### config.mk
export PLATFORM = sky130hd
export DESIGN_NAME = control_sequencer_flat
export DESIGN_NICKNAME = d
export VERILOG_FILES = /design/src/rtl/control_sequencer_if.sv /design/src/rtl/control_sequencer.sv /design/src/flat_wrapper.sv
export SDC_FILE = /design/constraint.sdc
export NUM_CORES = 1
export LEC_CHECK = 0
export BUFFER_PORTS_ARGS = -buffer_cell sky130_fd_sc_hd__buf_2
export CORE_MARGIN = 10
export CORE_UTILIZATION = 30
export DETAILED_ROUTE_END_ITERATION = 6
export PLACE_DENSITY = 0.67
export SETUP_SLACK_MARGIN = 0.15
export SLEW_MARGIN = 20
export SYNTH_ARGS = -nofsm -noshare
export SYNTH_HDL_FRONTEND = slang
export SYNTH_SLANG_ARGS = --single-unit
### constraint.sdc
create_clock -name clk -period 2.03 [get_ports clk]
set_input_delay 0.1015 -clock clk [delete_from_list [all_inputs] [get_ports clk]]
set_output_delay 0.1015 -clock clk [all_outputs]
set_load 0.05 [all_outputs]
### src/rtl/control_sequencer_if.sv
// Bundles the signals between the microcode sequencer and its environment:
// the datapath (bus, flags, control word), the memory handshake and the
// microcode ROM (address out, combinational word back).
interface control_sequencer_if #(
  parameter int unsigned SIG_W = 42
) ();

  // Datapath and memory side
  logic [7:0]       bus;         // shared data bus, source of opcodes
  logic [3:0]       flags_in;    // ALU flags {C,Z,N,V}
  logic             mem_ready;   // waited memory access completes this cycle

  // Microcode ROM side
  logic [SIG_W+1:0] ucode_data;  // {HALT, END, signals}
  logic [15:0]      ucode_addr;  // {flags_q, ir, step}

  // Sequencer status and control word
  logic [SIG_W-1:0] signals;
  logic [7:0]       ir;
  logic [3:0]       step;
  logic             halted;
  logic             fault;

  // The sequencer itself
  modport master (
    input  bus, flags_in, mem_ready, ucode_data,
    output ucode_addr, signals, ir, step, halted, fault
  );

  // The datapath / ROM / memory model around it
  modport slave (
    output bus, flags_in, mem_ready, ucode_data,
    input  ucode_addr, signals, ir, step, halted, fault
  );

endinterface

### src/rtl/control_sequencer.sv
// Microcoded control sequencer. Each step, the ROM word addressed by
// {flags, opcode, step} is registered onto the control word. Bits of that
// registered word load the opcode, latch flags and request a memory wait.
// The ROM word's END bit restarts the step counter; its HALT bit stops the
// machine one step later. Running off step 15 without END is a fault.
module control_sequencer #(
  parameter int unsigned      SIG_W          = 42,
  parameter logic [SIG_W-1:0] IDLE_WORD      = '0,
  parameter int unsigned      IR_LOAD_IDX    = 0,
  parameter int unsigned      FLAGS_LOAD_IDX = 1,
  parameter int unsigned      WAIT_IDX       = 2
) (
  input logic                 clk,
  input logic                 reset,
  control_sequencer_if.master cs
);

  typedef enum logic [1:0] {
    ST_RUN   = 2'd0,
    ST_HALT  = 2'd1,
    ST_FAULT = 2'd2
  } state_t;

  localparam int unsigned END_BIT   = SIG_W;
  localparam int unsigned HALT_BIT  = SIG_W + 1;
  localparam logic [3:0]  LAST_STEP = 4'hF;

  state_t           state_q, state_d;
  logic [SIG_W-1:0] signals_q, signals_d;
  logic [3:0]       step_q, step_d;
  logic [7:0]       ir_q, ir_d;
  logic [3:0]       flags_q, flags_d;
  logic             halt_pend_q, halt_pend_d;

  logic [SIG_W-1:0] rom_signals;
  logic             rom_end;
  logic             rom_halt;
  logic             stall;
  logic             advance;

  assign rom_signals = cs.ucode_data[SIG_W-1:0];
  assign rom_end     = cs.ucode_data[END_BIT];
  assign rom_halt    = cs.ucode_data[HALT_BIT];

  // The step currently on the control word asked to wait and memory is not
  // done yet: everything freezes. Only the RUN state ever advances.
  assign stall   = (state_q == ST_RUN) && signals_q[WAIT_IDX] && !cs.mem_ready;
  assign advance = (state_q == ST_RUN) && !stall;

  // Next-state and next-register computation for one non-stalled step.
  always_comb begin
    // NOTE: every value written below gets its hold value first, so no path
    // through the block leaves a variable unassigned and no latch is inferred.
    state_d     = state_q;
    signals_d   = signals_q;
    step_d      = step_q;
    ir_d        = ir_q;
    flags_d     = flags_q;
    halt_pend_d = halt_pend_q;

    if (advance) begin
      // Load strobes act on the word currently driven, so the new opcode and
      // flags only reach ucode_addr one cycle later.
      if (signals_q[IR_LOAD_IDX]) begin
        ir_d = cs.bus;
      end
      if (signals_q[FLAGS_LOAD_IDX]) begin
        flags_d = cs.flags_in;
      end

      if (halt_pend_q) begin
        // The HALT word has had its one cycle on the control word; the ROM
        // word now being presented is not consumed and step holds.
        state_d     = ST_HALT;
        signals_d   = IDLE_WORD;
        halt_pend_d = 1'b0;
      end else if (!rom_end && (step_q == LAST_STEP)) begin
        // Step counter would wrap: fault wins over a HALT bit in this word.
        state_d   = ST_FAULT;
        signals_d = IDLE_WORD;
      end else begin
        signals_d   = rom_signals;
        step_d      = rom_end ? 4'd0 : step_q + 4'd1;
        halt_pend_d = rom_halt;
      end
    end
  end

  // State and datapath-control registers with synchronous reset.
  always_ff @(posedge clk) begin
    // NOTE: sequential state uses non-blocking assignments so every register
    // samples the pre-edge values regardless of statement order.
    if (reset) begin
      state_q     <= ST_RUN;
      signals_q   <= IDLE_WORD;
      step_q      <= 4'd0;
      ir_q        <= 8'd0;
      flags_q     <= 4'd0;
      halt_pend_q <= 1'b0;
    end else begin
      state_q     <= state_d;
      signals_q   <= signals_d;
      step_q      <= step_d;
      ir_q        <= ir_d;
      flags_q     <= flags_d;
      halt_pend_q <= halt_pend_d;
    end
  end

  assign cs.ucode_addr = {flags_q, ir_q, step_q};
  assign cs.signals    = signals_q;
  assign cs.ir         = ir_q;
  assign cs.step       = step_q;
  assign cs.halted     = (state_q == ST_HALT);
  assign cs.fault      = (state_q == ST_FAULT);

endmodule
### src/flat_wrapper.sv
// flat-port wrapper written by rule: the top's interface ports become plain ports
module control_sequencer_flat 
#(
  parameter int unsigned      SIG_W          = 42,
  parameter logic [SIG_W-1:0] IDLE_WORD      = '0,
  parameter int unsigned      IR_LOAD_IDX    = 0,
  parameter int unsigned      FLAGS_LOAD_IDX = 1,
  parameter int unsigned      WAIT_IDX       = 2
)
  (clk, reset, cs_bus, cs_flags_in, cs_mem_ready, cs_ucode_data, cs_ucode_addr, cs_signals, cs_ir, cs_step, cs_halted, cs_fault);
  control_sequencer_if #(.SIG_W(SIG_W)) cs_i ();
  input logic clk;
  input logic reset;
  input wire logic [$bits(cs_i.bus)-1:0] cs_bus;
  input wire logic [$bits(cs_i.flags_in)-1:0] cs_flags_in;
  input wire logic [$bits(cs_i.mem_ready)-1:0] cs_mem_ready;
  input wire logic [$bits(cs_i.ucode_data)-1:0] cs_ucode_data;
  output wire logic [$bits(cs_i.ucode_addr)-1:0] cs_ucode_addr;
  output wire logic [$bits(cs_i.signals)-1:0] cs_signals;
  output wire logic [$bits(cs_i.ir)-1:0] cs_ir;
  output wire logic [$bits(cs_i.step)-1:0] cs_step;
  output wire logic [$bits(cs_i.halted)-1:0] cs_halted;
  output wire logic [$bits(cs_i.fault)-1:0] cs_fault;
  assign cs_i.bus = cs_bus;
  assign cs_i.flags_in = cs_flags_in;
  assign cs_i.mem_ready = cs_mem_ready;
  assign cs_i.ucode_data = cs_ucode_data;
  assign cs_ucode_addr = cs_i.ucode_addr;
  assign cs_signals = cs_i.signals;
  assign cs_ir = cs_i.ir;
  assign cs_step = cs_i.step;
  assign cs_halted = cs_i.halted;
  assign cs_fault = cs_i.fault;
  control_sequencer #(.SIG_W(SIG_W), .IDLE_WORD(IDLE_WORD), .IR_LOAD_IDX(IR_LOAD_IDX), .FLAGS_LOAD_IDX(FLAGS_LOAD_IDX), .WAIT_IDX(WAIT_IDX)) u_core (.clk(clk), .reset(reset), .cs(cs_i));
endmodule
[After elaboration in Yosys (flattened, before gate mapping)]
Index checks and enable logic that the tools add are counted.
Word-level totals
  input bits: 59
  register bits: 61
Cells by class
  eq/ne operators: 3
  $add $sub $neg: 1
  reduce and logical (&&, ||, !) cells: 13
  bitwise gates (word level): 2
  mux-type cells: 7
Operator list (count)
  42-bit two-way mux: 2
  2-bit AND reduction: 3
  4-bit by 1-bit adder with 4-bit output, second input constant: 1
  4-bit == test, second input constant: 1
  1-bit logical AND: 4
  2-bit two-way mux: 2
  4-bit two-way mux: 1
  1-bit zero test: 3
  3-bit AND reduction: 1
  2-bit by 1-bit == test with 1-bit output, second input constant: 1
  2-bit == test, second input constant: 1
  2-bit zero test: 1
  1-bit two-way mux: 2
  1-bit NOT: 2
  2-bit nonzero test: 1

[Depth between registers and ports, before layout]
Gate-level depths: netlist (run 1).
  word-level depth: 6
  mapped depth: 6

[Least setup slack after synthesis (run 1)]
Ideal clock, no wire load.
  path type: reg2reg
  start: register u_core.step_q[0], in the netlist u_core.cs.step[0]
  end: register u_core.signals_q[15], in the netlist u_core.cs.signals[15]
  arrival time: 1586 ps
  cell stages (with the launch flop): 7
  data required time: 1898 ps
  setup time: 132 ps
  slack: 312 ps
  cells stage by stage: dfxtp_1 -> ha_1 -> and4b_4 -> nor2_4 -> buf_2 -> nand3_1 -> a21oi_1
Between the ends
  longest elaborated chain between the ends: 4
RTL lines
  start: declaration: RTL line control_sequencer.sv:30  | logic [3:0] step_q, step_d;
  start signal: assignment: RTL line control_sequencer.sv:103  | step_q <= step_d;
  4-bit == test: RTL line control_sequencer.sv:77  | end else if (!rom_end && (step_q == LAST_STEP)) begin
  1-bit logical AND: RTL line control_sequencer.sv:77
  42-bit two-way mux: RTL line control_sequencer.sv:77
  42-bit two-way mux: RTL line control_sequencer.sv:71  | if (halt_pend_q) begin
  end signal: assignment: RTL line control_sequencer.sv:102  | signals_q <= signals_d;
  end: declaration: RTL line control_sequencer.sv:29  | logic [SIG_W-1:0] signals_q, signals_d;
No other way between the ends.
A chain may end at the register's enable or synchronous reset.

[Worst setup path after layout (run 1)]
  start: register u_core.step_q[0], in the netlist u_core.cs.step[0]
  end: register u_core.signals_q[28], in the netlist u_core.cs.signals[28]
Same word-level chain as after synthesis.

==> impl_results.md, run 1 <==
- Count leader, synth: dfxtp_1
- Buffers on Ports: 130
- Post-synth top cells: dfxtp_1 (61), a21oi_1 (58), nand2_1 (58), nand3_1 (58), buf_4 (17)
- Placed cells: 500
- Share of post-route cells with drive strength above 1: 0.375
- Synth area leaders: dfxtp_1 (50%), a21oi_1 (12%), nand3_1 (12%)
- Worst vdd ir: 0.460 mV
- Wire length on met1: 3.04 mm
- Row Count: 32
- Unrepaired setup endpoints after global routing: no
- Layout Nets: 476
- Setup_tns: 0 ps
- Top FF cell, synth: dfxtp_1
- CTS H-tree lvls: 3
- Largest area contributor in the netlist: dfxtp_1
- Post-DRT Antenna Nets: 0
- Antenna cells: 0
- Total track usage: 0.127
- Root Buffer: clkbuf_8
- CTS tree: built
- Post-synth EDFFs: 0
- Largest net degree at the start of global routing: 55
- Vias: 2,445
- Die W: 110 µm
- Share of the synthesized area in the top cell type: 0.505
- Status: finished clean
- First-pass GRT wire length: 12.3 mm
- Crit path capture type: flip-flop
- CORE AREA: between 7000 and 8000 µm²
- Layout Cells excl Fill: 523
- Post-synth ARST share: 0
- Initial core utilization: 0.312
- Synthesized flop and latch total: 61
- DRC: 0
- Grt total ovfl: 0
- Final Max Slew Viols: 0
- Die area: 12,100 µm²
- Dpl ws: 496 ps
- Arr. time, crit path: 1790 ps
- Post-Syn Area: approximately 2400 µm²
- Seq/Total Area, Yosys: 0.505
- Mean post-synth cell area: 8.20 µm²
- Hold Vio Cnt, Final: 0
- Yosys cell types: 25
- Routed WL: 7.58 mm
- Syn-to-layout area delta: 40.6%
- Fin worst setup slack: 493 ps
- CTS Sinks: 61
- Hold path depth: 3
- Crit share post-route: 0.757
- Worst setup SP type: flip-flop
- Routed vias/inst: about 4.7
- Post-Syn Nets: between 300 and 400
- HPWL Detailed: 5.47 mm
- Antenna violations before repair: 0
- Worst Path Max Fanout: 24
- Total CTS buffers: 9
- Latest clock arrival within the worst-skew pair: 330 ps
- # IOs: 131
- Synthesis warning total: 0
- Worst reg-to-reg path cell count: 6
- Met2 WL post-DR: 3.40 mm
- Pwr dens: 1070 nW/µm²
- Leak Pwr: 0.00161 µW
- Worst EP required: 2290 ps
- Drt pass-1 iters: 4
- Die Ht: about 110 µm
- Max-cap violation count: 0
- Clk slew on worst S/H paths: roughly 70 ps
- Filler cell count in the final layout: 789
- 1st-iter DRT viols: approximately 110
- Slew @ Worst Pin: 612 ps
- Deepest clock path buffer count: 2
- Fmax achieved: between 600 and 700 MHz
- CTS resizes: 0
- Setup-failing EPs final: 0
- Routability Congestion: 0.778
- Wire length per cell: 14.5 µm
- Clock Skew: 9.68 ps
- Worst hold path type: in2reg
- Slew margin rel.: 0.592
- Top layer in use: met4
- Vias in the first global route: roughly 2,500
- Crit Path Class: reg2reg
- Min cycle time layout: 1540 ps
- Metal3 WL: 1.05 mm
- Cells after Synth: 295
power by group:
group,switching [µW],internal (µW),leakage [µW]
Combinational,669,247,0.000984
Clock,477,885,0.000126
Sequential,63.3,1300,0.000502
Total,1210,2430,0.00161
placed cells by master, fill, tap and decap left out, types with 2 or more instances in the layout:
master,instances
buf_4,4
dlygate4sd3_1,7
nand2_1,58
nand2b_1,3
a21oi_1,58
nand3b_1,2
nor2_1,6
clkbuf_8,11
buf_12,2
dfxtp_1,61
nor2_4,2
nand3_1,58
bufinv_16,3
buf_2,130
per-layer routing:
layer  vias up  global-route usage
li1       1234                   -
met4         0              0.0446
met1      1103               0.146
met2        99               0.196
met5         -                   0
met3         9              0.0679
worst max-delay path, stage by stage (launching register included):
cell	delay, ps
dfxtp_1	350
ha_1	240
and4b_4	220
nor2_4	90
buf_4	290
nand3_1	120
a21oi_1	160
logic make-up after synthesis:
kind of cell	Yosys count	share of synthesized area
simple gates	135	0.270
compound gates	62	0.131
flops	61	0.505
buf+inv	34	0.0812
xor+xnor	1	0.00362
mux	1	0.00414
fa+ha+maj	1	0.00517
per-stage QoR:
step	instance area (µm²)	utilization	hold WS, ps	total power [µW]
2_1_floorplan	2420	-	249	2070
3_3_place_gp	3080	0.396	357	2290
3_5_place_dp	3080	0.396	362	2310
4_1_cts	3400	0.438	0.647	3700
5_1_grt	3400	0.438	4.89	3820
6_report	3400	0.438	15.6	3640
final cells by class:
class / instances / area (µm²) / share of cell area
Clock buffer: 11 / 151 / 0.0445
Clock inverter: 5 / 106 / 0.0313
Inverter: 1 / 3.75 / 0.00110
Multi-Input combinational cell: 200 / 1000 / 0.294
Sequential cell: 61 / 1220 / 0.359
Tap cell: 102 / 128 / 0.0375
Timing Repair Buffer: 143 / 791 / 0.232
sequential cells by signal, indices dropped and copies added, names as in the netlist:
register	flops
u_core.cs.ir	8
u_core.cs.signals	42
u_core.state_q	2
u_core.halt_pend_q	1
u_core.cs.step	4
u_core.flags_q	4
path summary, 6_finish.rpt:
kind,from,to,slack (ps)
max,u_core.cs.step[0]$_SDFFE_PP0P_,u_core.cs.signals[28]$_SDFFE_PP0P_,490
min,cs_ucode_data[35],u_core.cs.signals[35]$_SDFFE_PP0P_,20
max reg2reg,u_core.cs.step[0]$_SDFFE_PP0P_,u_core.cs.signals[28]$_SDFFE_PP0P_,490
min reg2reg,u_core.cs.signals[21]$_SDFFE_PP0P_,u_core.cs.signals[21]$_SDFFE_PP0P_,450
repair_timing:
item                                   CTS  global route
hold buffers                             7             0
buffers inserted                         0             0
endpoints found under the hold margin    7             0
Power figures use the tool's default switching activity.
==> inputs of run 2 (changes only) <==
Settings changed: ABC_AREA set to 1.
Clock period 2.03 ns to 1.5 ns, I/O delays scaled along.
==> impl_results.md, run 2 <==
- Status: finished clean
- Drt pass-1 iters: 4 (unchanged)
- Die W: 110 µm (-0.21%)
- Antenna violations before repair: 0 (unchanged)
- Leak Pwr: 0.00201 µW (+24%)
- First-pass GRT wire length: 13.1 mm (+7.0%)
- Wire length per cell: 14.4 µm (-0.51%)
- Max stage delay on crit path: 380 ps (+30 ps)
- Fin worst setup slack: 102 ps (-390 ps)
- Layout Nets: 554 (+16%)
- HPWL Detailed: 5.46 mm (about the same)
- Top FF cell, synth: dfxtp_1
- Worst EP required: 1720 ps (-570 ps)
- Max FFs per register: 42 (unchanged)
- Post-layout util: 0.531 (+0.0928)
- Placed cells: 517 (+3.4%)
- Routed vias/inst: 4.40 (-5.8%)
- Max-cap violation count: 0 (unchanged)
- Hold Vio Cnt, Final: 0 (unchanged)
- Worst setup SP type: flip-flop
- Total track usage: 0.138 (+0.0112)
- Critical path's slowest cell: dfxtp_4
- # IOs: 131 (unchanged)
- Die area: 12,000 µm² (-0.42%)
- Routability Congestion: 0.774 (-0.63%)
- Dpl ws: 94.8 ps (-401 ps)
- Crit share post-route: 0.932 (+0.174)
- Post-Syn Area: 2410 µm² (-0.52%)
- Layout Cells excl Fill: 602 (+15%)
- Worst hold path type: in2reg
- Fin area: 4120 µm² (+21%)
- Most frequent CP cell: buf_12
- Post-synth EDFFs: 0 (unchanged)
- Post-DRT Antenna Nets: 0 (unchanged)
- Seq/Total Area, Yosys: 0.507 (+0.00262)
- Area after DPL: 3130 µm² (+1.7%)
- Clock Skew: 6.83 ps (-2.84 ps)
- Worst vdd ir: 0.683 mV (+48%)
- Arr. time, crit path: 1620 ps (-170 ps)
- Setup_tns: 0 ps (unchanged)
- Setup-failing EPs final: 0 (unchanged)
- Buffers on Ports: 130 (unchanged)
- Largest area contributor in the netlist: dfxtp_1
- Most common cell after layout, fill and taps aside: buf_2
- CTS Sinks: 61 (unchanged)
- Total CTS buffers: 9 (unchanged)
- Share of post-route cells with drive strength above 1: 0.429 (+0.0536)
- Mean post-synth cell area: 7.84 µm² (-4.4%)
- Largest net degree at the start of global routing: 39 (-29%)
- Unrepaired setup endpoints after global routing: yes
- Post-synth top cells: nand2_1 (91), dfxtp_1 (61), a21oi_1 (36), nor2_1 (35)
- Post-synth ARST share: 0 (unchanged)
- Row Count: 32 (unchanged)
- Deepest clock path buffer count: 2 (unchanged)
- Post-Syn Nets: 367 (+3.4%)
- Share of the synthesized area in the top cell type: 0.507 (+0.00262)
- Grt total ovfl: 0 (unchanged)
- Slew @ Worst Pin: 376 ps (-236 ps)
- Min cycle time layout: 1400 ps (-140 ps)
- CORE AREA: 7770 µm² (unchanged)
- Clk slew on worst S/H paths: 70 ps (about the same)
- Count leader, synth: nand2_1
- Crit path capture type: flip-flop
- Synthesized flop and latch total: 61 (unchanged)
- 1st-iter DRT viols: 128 (+21%)
- Synth area leaders: dfxtp_1 (51%), nand2_1 (14%), a21oi_1 (7.5%)
- CTS H-tree lvls: 3 (unchanged)
- Syn-to-layout area delta: 71.3%
- Fmax achieved: 715 MHz (+10%)
- Root Buffer: clkbuf_8
- Die Ht: 110 µm (-0.21%)
- FF-to-FF setup slack: 100 ps (-390 ps)
- DRC: 0 (unchanged)
- Latest clock arrival within the worst-skew pair: 340 ps (about the same)
- Initial core utilization: 0.310 (-0.00161)
- Pwr dens: 1240 nW/µm² (+16%)
- Final Max Slew Viols: 0 (unchanged)
- Routed WL: 8.68 mm (+15%)
- Slew margin rel.: 0.748 (+0.156)
- Crit-path cells: ha_4 > nand2_4 > o21ai_4 > nor2_4 > buf_12 > buf_12 > nand2_1 > a21oi_2
- Most frequent cells in the layout: buf_2 (129), nand2_1 (82), dfxtp_1 (56)
- Vias in the first global route: 2,685 (+7.1%)
- Synthesis warning total: 0 (unchanged)
- Worst Path Max Fanout: 14 (-42%)
- CTS tree: built
- Vias: 2,650 (+8.4%)
- Yosys cell types: 23 (-8.0%)
- Cells after Synth: 307 (+4.1%)
- Crit Path Class: reg2reg
run 2: per-stage QoR:
step / total power, µW / hold slack (ps)
after floorplan: 3020 / 204
after global placement: 3360 / 300
after detailed placement: 3390 / 307
after CTS: 4950 / 14.5
after global routing: 5350 / 27.8
final: 5100 / 40.8
run 2: path summary, 6_finish.rpt:
| kind | start | endpoint | cells after the start |
|---|---|---|---|
| max | u_core.cs.step[0]$_SDFFE_PP0P_ | u_core.cs.signals[23]$_SDFFE_PP0P_ | 8 |
| min | cs_ucode_data[42] | u_core.cs.step[3]$_SDFFE_PP0P_ | 4 |
| min reg2reg | u_core.cs.signals[8]$_SDFFE_PP0P_ | u_core.cs.signals[8]$_SDFFE_PP0P_ | 2 |
| max reg2reg | u_core.cs.step[0]$_SDFFE_PP0P_ | u_core.cs.signals[23]$_SDFFE_PP0P_ | 8 |
run 2: metal layers:
layer,routed length (µm),vias up,track usage,part of all wire
met5,0,-,0,0
met4,212,0,0.0641,0.024
met3,811,18,0.0568,0.093
met2,4410,92,0.244,0.51
met1,3240,1202,0.139,0.37
li1,-,1338,-,-
run 2: cell type report:
| cell class | count | area (µm²) |
|---|---|---|
| Clock buffer | 13 | 180 |
| Inverter | 13 | 48.8 |
| Fill cell | 729 | 3640 |
| Antenna cell | 1 | 2.50 |
| Sequential cell | 61 | 1230 |
| Clock inverter | 3 | 17.5 |
| Multi-Input combinational cell | 205 | 1050 |
| Timing Repair Buffer | 204 | 1470 |
| Tap cell | 102 | 128 |
run 2: repair_timing:
| item | CTS | global route |
|---|---|---|
| cloned | 0 | 4 |
| endpoints found under the setup margin | 40 | 46 |
| buffers inserted | 0 | 9 |
| endpoints found under the hold margin | 55 | 0 |
| gates resized for setup | 1 | 27 |
| pin swaps | 0 | 6 |
| hold buffers | 55 | 0 |
run 2: cell families (layout without fill, tap and decap cells):
| group | count (synthesis) | after routing | share of synthesized area |
|---|---|---|---|
| adder cells (fa/ha/maj) | 1 | 1 | 0.00520 |
| AND/OR/NAND/NOR | 142 | 142 | 0.239 |
| AO/OA/AOI/OAI | 62 | 62 | 0.147 |
| other | 0 | 1 | 0 |
| buffers and inverters | 41 | 233 | 0.102 |
| flip-flops | 61 | 61 | 0.507 |
run 2: report_power, final:
group	internal, µW	switching (µW)
Combinational	613	1180
Clock	786	642
Sequential	1780	93.8
run 2: critical path: cells and delay by family (launching register included):
kind / cells / cell delay, ps
flip-flops: 1 / 380
AND/OR/NAND/NOR: 3 / 210
adder cells (fa/ha/maj): 1 / 160
AO/OA/AOI/OAI: 2 / 240
buffers and inverters: 2 / 290
==> inputs of run 3 (changes only) <==
Settings changed: ABC_AREA 1 to not set.
==> impl_results.md, run 3 (synthesis gave the netlist of run 1 again) <==
- Fmax achieved: 677 MHz (-5.3%)
- Reg-to-reg endpoint: u_core.cs.signals[25]$_SDFFE_PP0P_
- Worst hold path type: in2reg
- Min cycle time layout: 1480 ps (+78.7 ps)
- Syn-to-layout area delta: 75.0%
- Pwr dens: 1150 nW/µm² (-7.2%)
- Post-DRT Antenna Nets: 0 (unchanged)
- FF-to-FF setup slack: 20 ps (-80 ps)
- Filler cell count in the final layout: 711 (-2.5%)
- Critical path's slowest cell: dfxtp_4
- Drt pass-1 iters: 4 (unchanged)
- Worst reg-to-reg path cell count: 7 (-1)
- Vias: 2,741 (+3.4%)
- Leak Pwr: 0.00194 µW (-3.3%)
- Worst EP required: 1760 ps (+40 ps)
- Unrepaired setup endpoints after global routing: yes
- Layout Cells excl Fill: 580 (-3.7%)
- Die W: 110 µm (+0.21%)
- Hold path depth: 3 (-1)
- Worst vdd ir: 0.545 mV (-20%)
- Deepest clock path buffer count: 2 (unchanged)
- Crit path capture type: flip-flop
- Grt total ovfl: 0 (unchanged)
- Crit-path cells: ha_4 > and4b_4 > nor2_4 > buf_12 > buf_6 > nand3_1 > a21oi_1
- DRC: 0 (unchanged)
- Crit share post-route: 0.984 (+0.0525)
- CP delay by family, top: simple AND/OR/NAND/NOR gates
- Largest net degree at the start of global routing: 32 (-18%)
- Worst hold slack: 20.8 ps (-19.9 ps)
- CTS Sinks: 61 (unchanged)
- Latest clock arrival within the worst-skew pair: 340 ps (about the same)
- Max FFs per register: 42 (unchanged)
- Fin worst setup slack: 23.5 ps (-78.7 ps)
- Max-cap violation count: 0 (unchanged)
- Hold Vio Cnt, Final: 0 (unchanged)
- Setup_tns: 0 ps (unchanged)
- Routability Congestion: 0.782 (+1.1%)
- Hold path endpoint: u_core.halt_pend_q$_SDFFE_PP0P_
- CORE AREA: 7770 µm² (unchanged)
- Share of post-route cells with drive strength above 1: 0.467 (+0.0377)
- Worst Path Max Fanout: 7 (-7)
- First-pass GRT wire length: 13.3 mm (+1.5%)
- Power, Total: 4860 µW (-4.7%)
- Root Buffer: clkbuf_8
- Routed vias/inst: 4.73 (+7.4%)
- Die area: 12,100 µm² (+0.42%)
- Slew margin rel.: 0.727 (-0.0209)
- Arr. time, crit path: 1740 ps (+120 ps)
- Slew @ Worst Pin: 409 ps (+32.8 ps)
- Layout Nets: 533 (-3.8%)
- Antenna cells: 0 (-1)
- Total track usage: 0.139 (+0.000616)
- Most common cell after layout, fill and taps aside: buf_2
- WP buf/inv: 2 (unchanged)
- Worst Hold Launch: cs_ucode_data[43]
- Routed WL: 9.46 mm (+9.0%)
- Crit Path Class: reg2reg
- Wire length per cell: 16.3 µm (+13%)
- Initial core utilization: 0.312 (+0.00161)
- Final Max Slew Viols: 0 (unchanged)
- Placed cells: 503 (-2.7%)
- HPWL Detailed: 5.67 mm (+3.8%)
- Antenna violations before repair: 0 (unchanged)
- Max stage delay on crit path: 360 ps (-20 ps)
- Worst setup SP type: flip-flop
- Die Ht: 110 µm (+0.21%)
- Row Count: 32 (unchanged)
- Setup-failing EPs final: 0 (unchanged)
- R2r startpoint: u_core.cs.step[1]$_SDFFE_PP0P_
- Status: finished clean
- Total CTS buffers: 9 (unchanged)
- # IOs: 131 (unchanged)
- Most frequent cells in the layout: buf_2 (129), nand2_1 (58), dfxtp_1 (55)
- 1st-iter DRT viols: 124 (-3.1%)
- CTS tree: built
- Dpl ws: 119 ps (+24.2 ps)
- Clk slew on worst S/H paths: 70 ps (about the same)
- Clock Skew: 9.17 ps (+2.33 ps)
- Vias in the first global route: 2,626 (-2.2%)
- Buffers on Ports: 130 (unchanged)
- CTS H-tree lvls: 3 (unchanged)
run 3: changes by cell type in the layout (fill, tap and decap cells not counted), moves of 9 or more:
| cell | delta |
|---|---|
| a21oi_2 | +9 |
| inv_1 | -9 |
| nand2_1 | -24 |
| nand2_2 | -14 |
| nand3_1 | +33 |
| nand3_2 | +18 |
| nor2_1 | -28 |
run 3: per-stage QoR:
step | utilization | cell area [µm²]
floorplan | - | 2470
global placement | 0.404 | 3140
detailed placement | 0.404 | 3140
CTS | 0.497 | 3860
global route | 0.545 | 4240
finish | 0.545 | 4240
run 3: cell type report:
cell class	count	area [µm²]	area share
Timing Repair Buffer	200	1410	0.333
Multi-Input combinational cell	200	1270	0.300
Sequential cell	61	1230	0.291
Clock buffer	11	141	0.0334
Tap cell	102	128	0.0301
Clock inverter	5	50.0	0.0118
Inverter	1	3.75	0.000886
run 3: how the worst max path moves through the flow:
stage	slack, ps	to	cells past startpoint	from
after floorplan	120	u_core.cs.step[0]$_SDFFE_PP0P_	4	u_core.cs.signals[2]$_SDFFE_PP0P_
after global placement	160	u_core.cs.step[0]$_SDFFE_PP0P_	5	u_core.cs.step[0]$_SDFFE_PP0P_
after detailed placement	120	u_core.cs.step[0]$_SDFFE_PP0P_	5	u_core.cs.step[0]$_SDFFE_PP0P_
after CTS	100	u_core.cs.step[0]$_SDFFE_PP0P_	5	u_core.cs.step[0]$_SDFFE_PP0P_
after global routing	-20	u_core.cs.signals[28]$_SDFFE_PP0P_	7	u_core.cs.step[1]$_SDFFE_PP0P_
final	20	u_core.cs.signals[25]$_SDFFE_PP0P_	7	u_core.cs.step[1]$_SDFFE_PP0P_
run 3: worst min-delay path: stages:
cell and delay (ps):
buf_2 100, nand3b_1 70, a21oi_1 60
run 3: repair_timing:
item                       4_1_cts  5_1_grt
setup endpoints to repair       27       49
resized for setup                0       58
pin swaps                        0       46
hold buffers                    53        1
gates cloned                     0        3
hold endpoints to repair        53        1
buffers inserted                 0        4
run 3: power by group:
part / leakage [µW] / internal [µW] / switching [µW]
clock network: 0.000103 / 802 / 637
logic: 0.00133 / 531 / 1040
registers: 0.000505 / 1760 / 92.0
run 3: routing by layer:
metal,part of all wire,wire [µm],GRT usage
met5,0,0,0
met2,0.51,4830,0.238
met1,0.40,3770,0.152
met3,0.085,800,0.0614
met4,0.0058,55,0.0400
